==> src/rtl/rf_pkg.sv <==
// Shared definitions for the register-file access controller.
// Contents: register-file geometry, length codes for partial writes,
// and the writer selector used by the round-robin pointer.
package rf_pkg;

    localparam int REG_ADDR_W = 5;
    localparam int XLEN       = 32;

    // Length codes understood by the register file (3 also means word)
    localparam logic [1:0] LEN_WORD = 2'd0;
    localparam logic [1:0] LEN_HALF = 2'd1;
    localparam logic [1:0] LEN_BYTE = 2'd2;

    // Which writer wins the next wb/ld collision
    typedef enum logic {
        RR_WB = 1'b0,
        RR_LD = 1'b1
    } rr_sel_e;

endpackage

==> src/rtl/rf_hazard_cmp.sv <==
// Read-after-write address comparator for one writer.
// Ports:
//   wr_valid  - writer has a pending request
//   wr_addr   - writer destination register
//   rd_addr_a - read source register A
//   rd_addr_b - read source register B
//   hit       - pending write targets one of the read sources
// x0 is hard-wired to zero in the register file, so a write to it never
// creates a dependency.
module rf_hazard_cmp
    import rf_pkg::*;
(
    input  logic                  wr_valid,
    input  logic [REG_ADDR_W-1:0] wr_addr,
    input  logic [REG_ADDR_W-1:0] rd_addr_a,
    input  logic [REG_ADDR_W-1:0] rd_addr_b,
    output logic                  hit
);

    assign hit = wr_valid
              && (wr_addr != {REG_ADDR_W{1'b0}})
              && ((wr_addr == rd_addr_a) || (wr_addr == rd_addr_b));

endmodule

==> src/rtl/regfile_access_ctrl.sv <==
// Arbiter between ALU writeback (wb), load writeback (ld) and operand
// read (rd) for a register file that does one write or one dual read
// per cycle, with registered read data.
// Ports:
//   wb_*   - ALU writeback request (valid/ready, addr, data)
//   ld_*   - load writeback request (valid/ready, addr, data, length)
//   rd_*   - operand read request (valid/ready, two source addresses)
//   rsp_*  - read response (valid/ready, two operands)
//   rf_*   - register file control/data (combinational out, registered in)
// Grants are combinational; only the round-robin pointer, the read
// starvation counter and the response valid flag are state.
module regfile_access_ctrl
    import rf_pkg::*;
#(
    parameter int MAX_WAIT = 4,
    parameter int WAIT_W   = 4
) (
    input  logic                  clk,
    input  logic                  rst_n,
    input  logic                  wb_valid,
    output logic                  wb_ready,
    input  logic [REG_ADDR_W-1:0] wb_addr,
    input  logic [XLEN-1:0]       wb_data,
    input  logic                  ld_valid,
    output logic                  ld_ready,
    input  logic [REG_ADDR_W-1:0] ld_addr,
    input  logic [XLEN-1:0]       ld_data,
    input  logic [1:0]            ld_len,
    input  logic                  rd_valid,
    output logic                  rd_ready,
    input  logic [REG_ADDR_W-1:0] rd_addr_a,
    input  logic [REG_ADDR_W-1:0] rd_addr_b,
    output logic                  rsp_valid,
    input  logic                  rsp_ready,
    output logic [XLEN-1:0]       rsp_data_a,
    output logic [XLEN-1:0]       rsp_data_b,
    output logic                  rf_wr_en,
    output logic                  rf_rd_en,
    output logic [REG_ADDR_W-1:0] rf_write_address,
    output logic [REG_ADDR_W-1:0] rf_address_a,
    output logic [REG_ADDR_W-1:0] rf_address_b,
    output logic [XLEN-1:0]       rf_write_data,
    output logic [1:0]            rf_data_length,
    input  logic [XLEN-1:0]       rf_data_a,
    input  logic [XLEN-1:0]       rf_data_b
);

    localparam logic [WAIT_W-1:0] MAX_WAIT_C = WAIT_W'(MAX_WAIT);
    localparam logic [WAIT_W-1:0] ONE_C      = WAIT_W'(1);

    logic              wb_hit_s;
    logic              ld_hit_s;
    logic              haz_s;
    logic              rd_blk_s;
    logic              force_rd_s;
    logic              wb_gnt_s;
    logic              ld_gnt_s;
    logic              rd_gnt_s;
    rr_sel_e           rr_q;
    rr_sel_e           rr_d;
    logic [WAIT_W-1:0] wait_q;
    logic [WAIT_W-1:0] wait_d;
    logic              rsp_valid_q;
    logic              rsp_valid_d;

    rf_hazard_cmp u_haz_wb (
        .wr_valid  (wb_valid),
        .wr_addr   (wb_addr),
        .rd_addr_a (rd_addr_a),
        .rd_addr_b (rd_addr_b),
        .hit       (wb_hit_s)
    );

    rf_hazard_cmp u_haz_ld (
        .wr_valid  (ld_valid),
        .wr_addr   (ld_addr),
        .rd_addr_a (rd_addr_a),
        .rd_addr_b (rd_addr_b),
        .hit       (ld_hit_s)
    );

    assign haz_s      = rd_valid && (wb_hit_s || ld_hit_s);
    // The register file output is overwritten by the next read, so an
    // unconsumed response must block further reads.
    assign rd_blk_s   = haz_s || (rsp_valid_q && !rsp_ready);
    assign force_rd_s = rd_valid && !rd_blk_s && (wait_q == MAX_WAIT_C);

    // Grant selection: starved read, then writers (round-robin), then read
    always_comb begin
        wb_gnt_s = 1'b0;
        ld_gnt_s = 1'b0;
        rd_gnt_s = 1'b0;
        if (!rst_n) begin
            // requests are dropped while reset is held
            rd_gnt_s = 1'b0;
        end else if (force_rd_s) begin
            rd_gnt_s = 1'b1;
        end else if (ld_valid && (!wb_valid || (rr_q == RR_LD))) begin
            ld_gnt_s = 1'b1;
        end else if (wb_valid) begin
            wb_gnt_s = 1'b1;
        end else if (rd_valid && !rd_blk_s) begin
            rd_gnt_s = 1'b1;
        end else begin
            rd_gnt_s = 1'b0;
        end
    end

    // Register-file command mux driven by the winning request
    always_comb begin
        rf_wr_en         = 1'b0;
        rf_rd_en         = 1'b0;
        rf_write_address = {REG_ADDR_W{1'b0}};
        rf_address_a     = {REG_ADDR_W{1'b0}};
        rf_address_b     = {REG_ADDR_W{1'b0}};
        rf_write_data    = {XLEN{1'b0}};
        rf_data_length   = LEN_WORD;
        if (wb_gnt_s) begin
            rf_wr_en         = 1'b1;
            rf_write_address = wb_addr;
            rf_write_data    = wb_data;
        end else if (ld_gnt_s) begin
            rf_wr_en         = 1'b1;
            rf_write_address = ld_addr;
            rf_write_data    = ld_data;
            rf_data_length   = ld_len;
        end else if (rd_gnt_s) begin
            rf_rd_en     = 1'b1;
            rf_address_a = rd_addr_a;
            rf_address_b = rd_addr_b;
        end else begin
            rf_wr_en = 1'b0;
        end
    end

    // Next-state for round-robin pointer, starvation counter, response flag
    always_comb begin
        rr_d        = rr_q;
        wait_d      = wait_q;
        rsp_valid_d = rsp_valid_q;

        if (wb_gnt_s) begin
            rr_d = RR_LD;
        end else if (ld_gnt_s) begin
            rr_d = RR_WB;
        end else begin
            rr_d = rr_q;
        end

        if (!rd_valid || rd_gnt_s) begin
            wait_d = {WAIT_W{1'b0}};
        end else if (wait_q != MAX_WAIT_C) begin
            wait_d = wait_q + ONE_C;
        end else begin
            wait_d = wait_q;
        end

        // A new grant wins over consumption so back-to-back reads keep valid high
        if (rd_gnt_s) begin
            rsp_valid_d = 1'b1;
        end else if (rsp_ready) begin
            rsp_valid_d = 1'b0;
        end else begin
            rsp_valid_d = rsp_valid_q;
        end
    end

    // State registers
    always_ff @(posedge clk or negedge rst_n) begin
        if (!rst_n) begin
            rr_q        <= RR_WB;
            wait_q      <= {WAIT_W{1'b0}};
            rsp_valid_q <= 1'b0;
        end else begin
            rr_q        <= rr_d;
            wait_q      <= wait_d;
            rsp_valid_q <= rsp_valid_d;
        end
    end

    assign wb_ready   = wb_gnt_s;
    assign ld_ready   = ld_gnt_s;
    assign rd_ready   = rd_gnt_s;
    assign rsp_valid  = rsp_valid_q;
    assign rsp_data_a = rf_data_a;
    assign rsp_data_b = rf_data_b;

endmodule

==> config.mk <==
export PLATFORM = sky130hd
export DESIGN_NAME = regfile_access_ctrl
export DESIGN_NICKNAME = d
export VERILOG_FILES = /design/src/rtl/rf_pkg.sv /design/src/rtl/rf_hazard_cmp.sv /design/src/rtl/regfile_access_ctrl.sv
export SDC_FILE = /design/constraint.sdc
export NUM_CORES = 1
export LEC_CHECK = 0
export ABC_CLOCK_PERIOD_IN_PS = 7650
export CAP_MARGIN = 20
export CORE_AREA = 2 2 105 107
export CTS_CLUSTER_SIZE = 12
export DETAILED_ROUTE_END_ITERATION = 6
export DIE_AREA = 0 0 107 109
export GPL_TIMING_DRIVEN = 1
export RECOVER_POWER = 25
export SLEW_MARGIN = 20
export SYNTH_ARGS = -nofsm -noshare
export SYNTH_HDL_FRONTEND = slang
export SYNTH_SLANG_ARGS = --single-unit
export TNS_END_PERCENT = 10
==> constraint.sdc <==
create_clock -name clk -period 7.65 [get_ports clk]
set_input_delay 1.53 -clock clk [delete_from_list [all_inputs] [get_ports clk]]
set_output_delay 1.53 -clock clk [all_outputs]
set_load 0.03 [all_outputs]
==> results of run 1 <==
==> power by group through the flow <==
stage                Clock, W  Combinational [W]  Sequential (W)
detailed placement          0           0.000244       0.0000452
CTS                 0.0000491           0.000246       0.0000449
floorplan                   0           0.000191       0.0000452
global placement            0           0.000242       0.0000449
global route        0.0000523           0.000260       0.0000456
finish              0.0000472           0.000242       0.0000448
==> cell usage after synthesis, types with 3 or more instances <==
cell type / n / area share [%]
xor2_1: 20 / 11
buf_4: 64 / 29
nor3_1: 7 / 2.1
nor2_1: 7 / 1.6
a32o_1: 37 / 22
buf_2: 3 / 0.91
a22oi_1: 3 / 1.4
dfrtp_1: 6 / 9.1
a21oi_1: 4 / 1.2
nand2_1: 6 / 1.4
buf_6: 5 / 3.4
and2_1: 11 / 4.2
and3_1: 3 / 1.1
clkbuf_1: 6 / 1.4
inv_1: 4 / 0.91
==> layout make-up <==
cell class                 count  area share [%]
inverter                       4          0.5401
tap                          140           6.301
clock buffer                   3           1.485
multi-input combinational    118           33.17
timing repair buffer         148           53.11
sequential                     6           5.401
==> kinds of logic after synthesis <==
kind of cell	Yosys count	synth area share [%]
adders and majority gates	2	1.517
DFF	6	9.104
buffers and inverters	82	35.74
AOI/OAI and AO/OA	53	28.61
and+or+nand+nor	41	13.35
xor gates and xnor gates	22	11.68
==> metrics by stage <==
stage | utilization, % | setup WS (ns)
after floorplan | - | 2.811
after global placement | 25.83 | 1.439
after detailed placement | 25.83 | 1.429
after CTS | 26.22 | 1.415
after global routing | 26.22 | 1.207
final | 26.22 | 1.367
==> sequential cells by signal (all words and copies together) (netlist names) <==
name	count
wait_q	4
rr_q	1
rsp_valid	1
==> critical path: stages <==
cell and delay [ns]:
clkdlybuf4s50_1 0.52, xor2_1 0.19, nor3_1 0.27, a22oi_1 0.14, o22ai_1 0.34, o31a_2 0.75, a32o_1 0.29, clkdlybuf4s50_1 0.70
==> metal layers <==
metal / global-route usage, % / share of wire [%] / vias to the layer above
met5: 0 / 0 / -
met4: 2.597 / 1.4 / 0
met3: 3.347 / 8.7 / 15
met2: 20.56 / 50 / 119
met1: 13.63 / 39 / 835
li1: - / - / 839
==> path summary, 6_finish.rpt <==
check / start / endpoint / slack (ns)
max in group asynchronous: rst_n / wait_q[1] / 5.65
min in group asynchronous: rst_n / wait_q[3] / 1.69
worst max register to register: wait_q[0] / rsp_valid / 5.52
worst min-delay path: rsp_valid / rsp_valid / 0.55
worst max-delay path: ld_addr[3] / rf_write_data[29] / 1.37
worst min register to register: rsp_valid / rsp_valid / 0.55
==> impl_metrics.json, run 1 <==
{
  "min_period_over_period_pct": 82.13,
  "finClkSkew_ns": 0.001315,
  "finalSetupViolations": 0,
  "vias": 1808,
  "cts_resized": 0,
  "ir_worst_vdd_v": 0.00006037,
  "synth_ff_type": "dfrtp_1",
  "arrival_ns": 4.75,
  "multi_input_area_um2": 922.1,
  "hold_slack_ns": 0.5492,
  "leakagePower_nw": 0.9868,
  "worstHoldPathType": "flip-flop to flip-flop",
  "finalMaxSlewViolations": 0,
  "maxCapViolCount": 0,
  "status": "finished, final reports clean",
  "synth_area_per_cell_um2": 8.005,
  "final_common_cell": "clkdlybuf4s50_1",
  "fin_area_um2": 2780,
  "drc": 0,
  "internal_power_w": 0.0001906,
  "hold_violations": 0,
  "cp_max_fo": 39,
  "fin_nets": 439,
  "numCtsBuffers": 3,
  "switching_share_pct": 43.00,
  "final_cells": 419,
  "worstPathRequired_ns": 6.12,
  "yosysUniqueCellTypes": 29,
  "diodes": 0,
  "synth.cell_area_um2": 1649,
  "cts_buffer_depth": 2,
  "hold_depth": 2,
  "die_area_um2": 11660,
  "globalplace.congestion": 0.7782,
  "mostFrequentLayoutCells": "clkdlybuf4s50_1 (144), a32o_1 (37), xor2_1 (20), and2_1 (11)",
  "dieHeight_um": 109,
  "grt_pass1_wl_mm": 10.54,
  "path_class": "input port to output port",
  "clk-insertion-delay-late_ns": 0.22,
  "synthArstFlopShare_pct": 100.0,
  "ff2ff_path_depth": 8,
  "power_density_nw_per_um2": 120.3,
  "finalPower_w": 0.0003343,
  "first_iter_violations": 46,
  "startpoint_type": "input port",
  "pwr-share-clk_pct": 14.1,
  "tightest_slew_ns": 1.066,
  "cts_sinks": 6,
  "ys_warn_count": 0,
  "ys_seq_area_share_pct": 9.105,
  "start_util_pct": 15.55,
  "seq_area_um2": 150.1,
  "antenna_found_initial": 0,
  "grt_max_degree": 43,
  "rows": 38,
  "timing.setup.tns_ns": 0,
  "postCtsSetupBuffers": 0,
  "synth_nets": 364,
  "fill_cells": 1159,
  "ios": 275,
  "io_buffers": 146,
  "power.share.combinational_pct": 72.5,
  "placed_area_um2": 2739,
  "grt_setup_unrepaired": "false",
  "end_kind": "output port",
  "core_area_um2": 10600,
  "layout_min_cycle_time_ns": 6.283,
  "wirelength_mm": 7.302,
  "cts_tree": "done",
  "cts_root_buffer": "clkbuf_8",
  "ctsHoldBuffers": 0,
  "path_clk_slew_ns": 0.03,
  "p_seq_share_pct": 13.4,
  "grt_util_all_layers_pct": 11.51,
  "fmax_mhz": 159.2,
  "synthCells": 206,
  "area_growth_pct": 68.59,
  "cts.htree.levels": 1,
  "dp.cells": 416,
  "synth_edf_count": 0,
  "slew_headroom_pct": 28.78,
  "dpl.hpwl_mm": 5.961,
  "drive_gt1_share_pct": 2.509,
  "overflow": 0,
  "routedWlPerCell_um": 17.43,
  "grt_pass1_vias": 1817,
  "die_w_um": 107,
  "switching_power_w": 0.0001438,
  "ant_nets": 0,
  "viasPerCell": 4.315,
  "synth-seq-cells": 6,
  "drt_first_pass_iters": 4
}
Note: power is estimated with default switching activity, not from simulation.
==> run 2: changes to the inputs <==
Settings changed: ABC_CLOCK_PERIOD_IN_PS 7650 to 5770, CORE_AREA 2 2 105 107 to 2 2 106 108, DIE_AREA 0 0 107 109 to 0 0 108 110.
Clock period 7.65 ns to 5.77 ns, I/O delays scaled along.
==> run 2 against run 1 <==
Clock power grew 35%. Die area up 1.9%. Cell count up 0.95%. Count of clock-buffer cells in the layout did not move.
==> impl_metrics.json, run 2 (synthesis results as in run 1) <==
{
  "dpl.hpwl_mm": 5.811,
  "grt_max_degree": 30,
  "final_common_cell": "clkdlybuf4s50_1",
  "start_util_pct": 15.42,
  "largest_reg_flops": 4,
  "antenna_found_initial": 1,
  "cpMaxStageDelayCell": "or3_1",
  "grt_pass1_wl_mm": 9.977,
  "grt_pass1_vias": 1719,
  "die_w_um": 108,
  "path_class": "input port to output port",
  "leakagePower_nw": 1.073,
  "crit_chain": "clkdlybuf4s50_1 > or4_1 > o21ai_1 > o22ai_1 > or3_1 > a32o_1 > clkdlybuf4s50_1",
  "drive_gt1_share_pct": 15.90,
  "hold_slack_ns": 0.5568,
  "area_growth_pct": 67.91,
  "crit_family": "simple AND/OR/NAND/NOR gates",
  "routedWlPerCell_um": 16.59,
  "ff2ff_path_depth": 5,
  "die_area_um2": 11880,
  "cts_tree": "done",
  "drc": 0,
  "cts_sinks": 6,
  "finalSetupViolations": 0,
  "overflow": 0,
  "wirelength_mm": 7.018,
  "path_clk_slew_ns": 0.04,
  "reg2reg_from": "wait_q[0]",
  "vias": 1826,
  "finClkSkew_ns": 0.006063,
  "wl_met1_mm": 2.867,
  "dieHeight_um": 110,
  "wl_met3_um": 632,
  "worstHoldStart": "rsp_valid",
  "cts_root_buffer": "clkbuf_8",
  "crit_cells": 7,
  "ctsHoldBuffers": 0,
  "fin_ws_ns": 0.5830,
  "ant_nets": 0,
  "first_iter_violations": 92,
  "post-place-ws_ns": 0.6122,
  "fill_cells": 1147,
  "postCtsSetupBuffers": 0,
  "reg2reg_slack_ns": 3.89,
  "fmax_mhz": 192.8,
  "cp_max_fo": 14,
  "r2r_end": "rr_q",
  "worstHoldPathType": "flip-flop to flip-flop",
  "end_kind": "output port",
  "cts_resized": 0,
  "slew_headroom_pct": 53.22,
  "crit_path_max_incr_delay_ns": 0.62,
  "finalMaxSlewViolations": 0,
  "grt_util_all_layers_pct": 10.88,
  "globalplace.congestion": 0.7848,
  "wl_met2_mm": 3.395,
  "cp-endpoint": "rf_write_data[28]",
  "numCtsBuffers": 3,
  "fin_nets": 443,
  "grt_setup_unrepaired": "false",
  "maxCapViolCount": 0,
  "top_layer_used": "met5",
  "ir_worst_vdd_v": 0.00008247,
  "startpoint_type": "input port",
  "drt_first_pass_iters": 4,
  "viasPerCell": 4.317,
  "diodes": 0,
  "cpMostUsedCell": "clkdlybuf4s50_1",
  "clk-insertion-delay-late_ns": 0.23,
  "worst-path-buf-inv": 2,
  "ios": 275,
  "hold_violations": 0,
  "io_buffers": 146,
  "core_area_um2": 10700,
  "layout_min_cycle_time_ns": 5.187,
  "status": "finished, final reports clean",
  "tightest_slew_ns": 0.7001,
  "top_register": "wait_q",
  "min_period_over_period_pct": 89.90,
  "arrival_ns": 4.03,
  "worstPathRequired_ns": 4.62,
  "rows": 38,
  "cts_buffer_depth": 2,
  "mostFrequentLayoutCells": "clkdlybuf4s50_1 (110), a32o_1 (37), buf_4 (36), xor2_1 (20), and2_1 (11)",
  "cts.htree.levels": 1,
  "timing.setup.tns_ns": 0,
  "power_density_nw_per_um2": 160.4,
  "crit_path_start": "ld_addr[1]"
}
run 2: cell count changes in the layout (fill, tap and decap cells not counted):
cell and change:
clkbuf_1 +1, buf_12 +4, buf_4 +34, clkdlybuf4s50_1 -34
dlygate4sd3_1 -1
run 2: worst reg2reg max path: cells and delay by family (launching register included):
| kind | cells | cell delay [ns] |
|---|---|---|
| DFF | 1 | 0.39 |
| adders and majority gates | 1 | 0.17 |
| buffers and inverters | 1 | 0.10 |
| AOI/OAI and AO/OA | 1 | 0.24 |
| and+or+nand+nor | 2 | 0.89 |
run 2: worst min path at each step:
stage | endpoint | slack, ns | cells after the start
6_report | rsp_valid | 0.56 | 2
3_3_place_gp | rsp_valid | 0.55 | 2
5_1_grt | rsp_valid | 0.60 | 2
4_1_cts | rsp_valid | 0.57 | 2
2_1_floorplan | rr_q | 0.54 | 2
3_5_place_dp | rsp_valid | 0.55 | 2
run 2: per-layer routing:
layer  global-route usage, %  up-vias
li1                        -      845
met1                   14.25      845
met2                   17.52      110
met3                   2.881       24
met4                   3.297        2
met5                       0        -
run 2: power breakdown:
part	internal (W)	leakage, nW	switching (W)
clock network	0.0000449	0.0216	0.0000189
registers	0.0000519	0.0781	0.00000817
logic	0.000155	0.973	0.000165
run 2: cell type report:
type                            instances  area [um2]  area share [%]
Timing Repair Buffer                  152        1465           52.91
Sequential cell                         6       150.1           5.422
Tap cell                              140       175.2           6.326
Clock buffer                            3       41.29           1.491
Inverter                                4       15.01          0.5422
Multi-Input combinational cell        118       922.1           33.30
run 2: metrics by stage:
step,total power (W),cell area (um2),instances,util [%]
after floorplan,0.0003132,1649,206,-
after global placement,0.0003801,2731,420,25.53
after detailed placement,0.0003827,2731,420,25.53
after CTS,0.0004492,2773,423,25.92
after global routing,0.0004722,2769,423,25.88
final,0.0004440,2769,423,25.88
==> run 3: changes to the inputs <==
Settings changed: CTS_CLUSTER_DIAMETER set to 100.
==> results of run 3 <==
Final layout, timing and power as in run 2 (identical DEF).
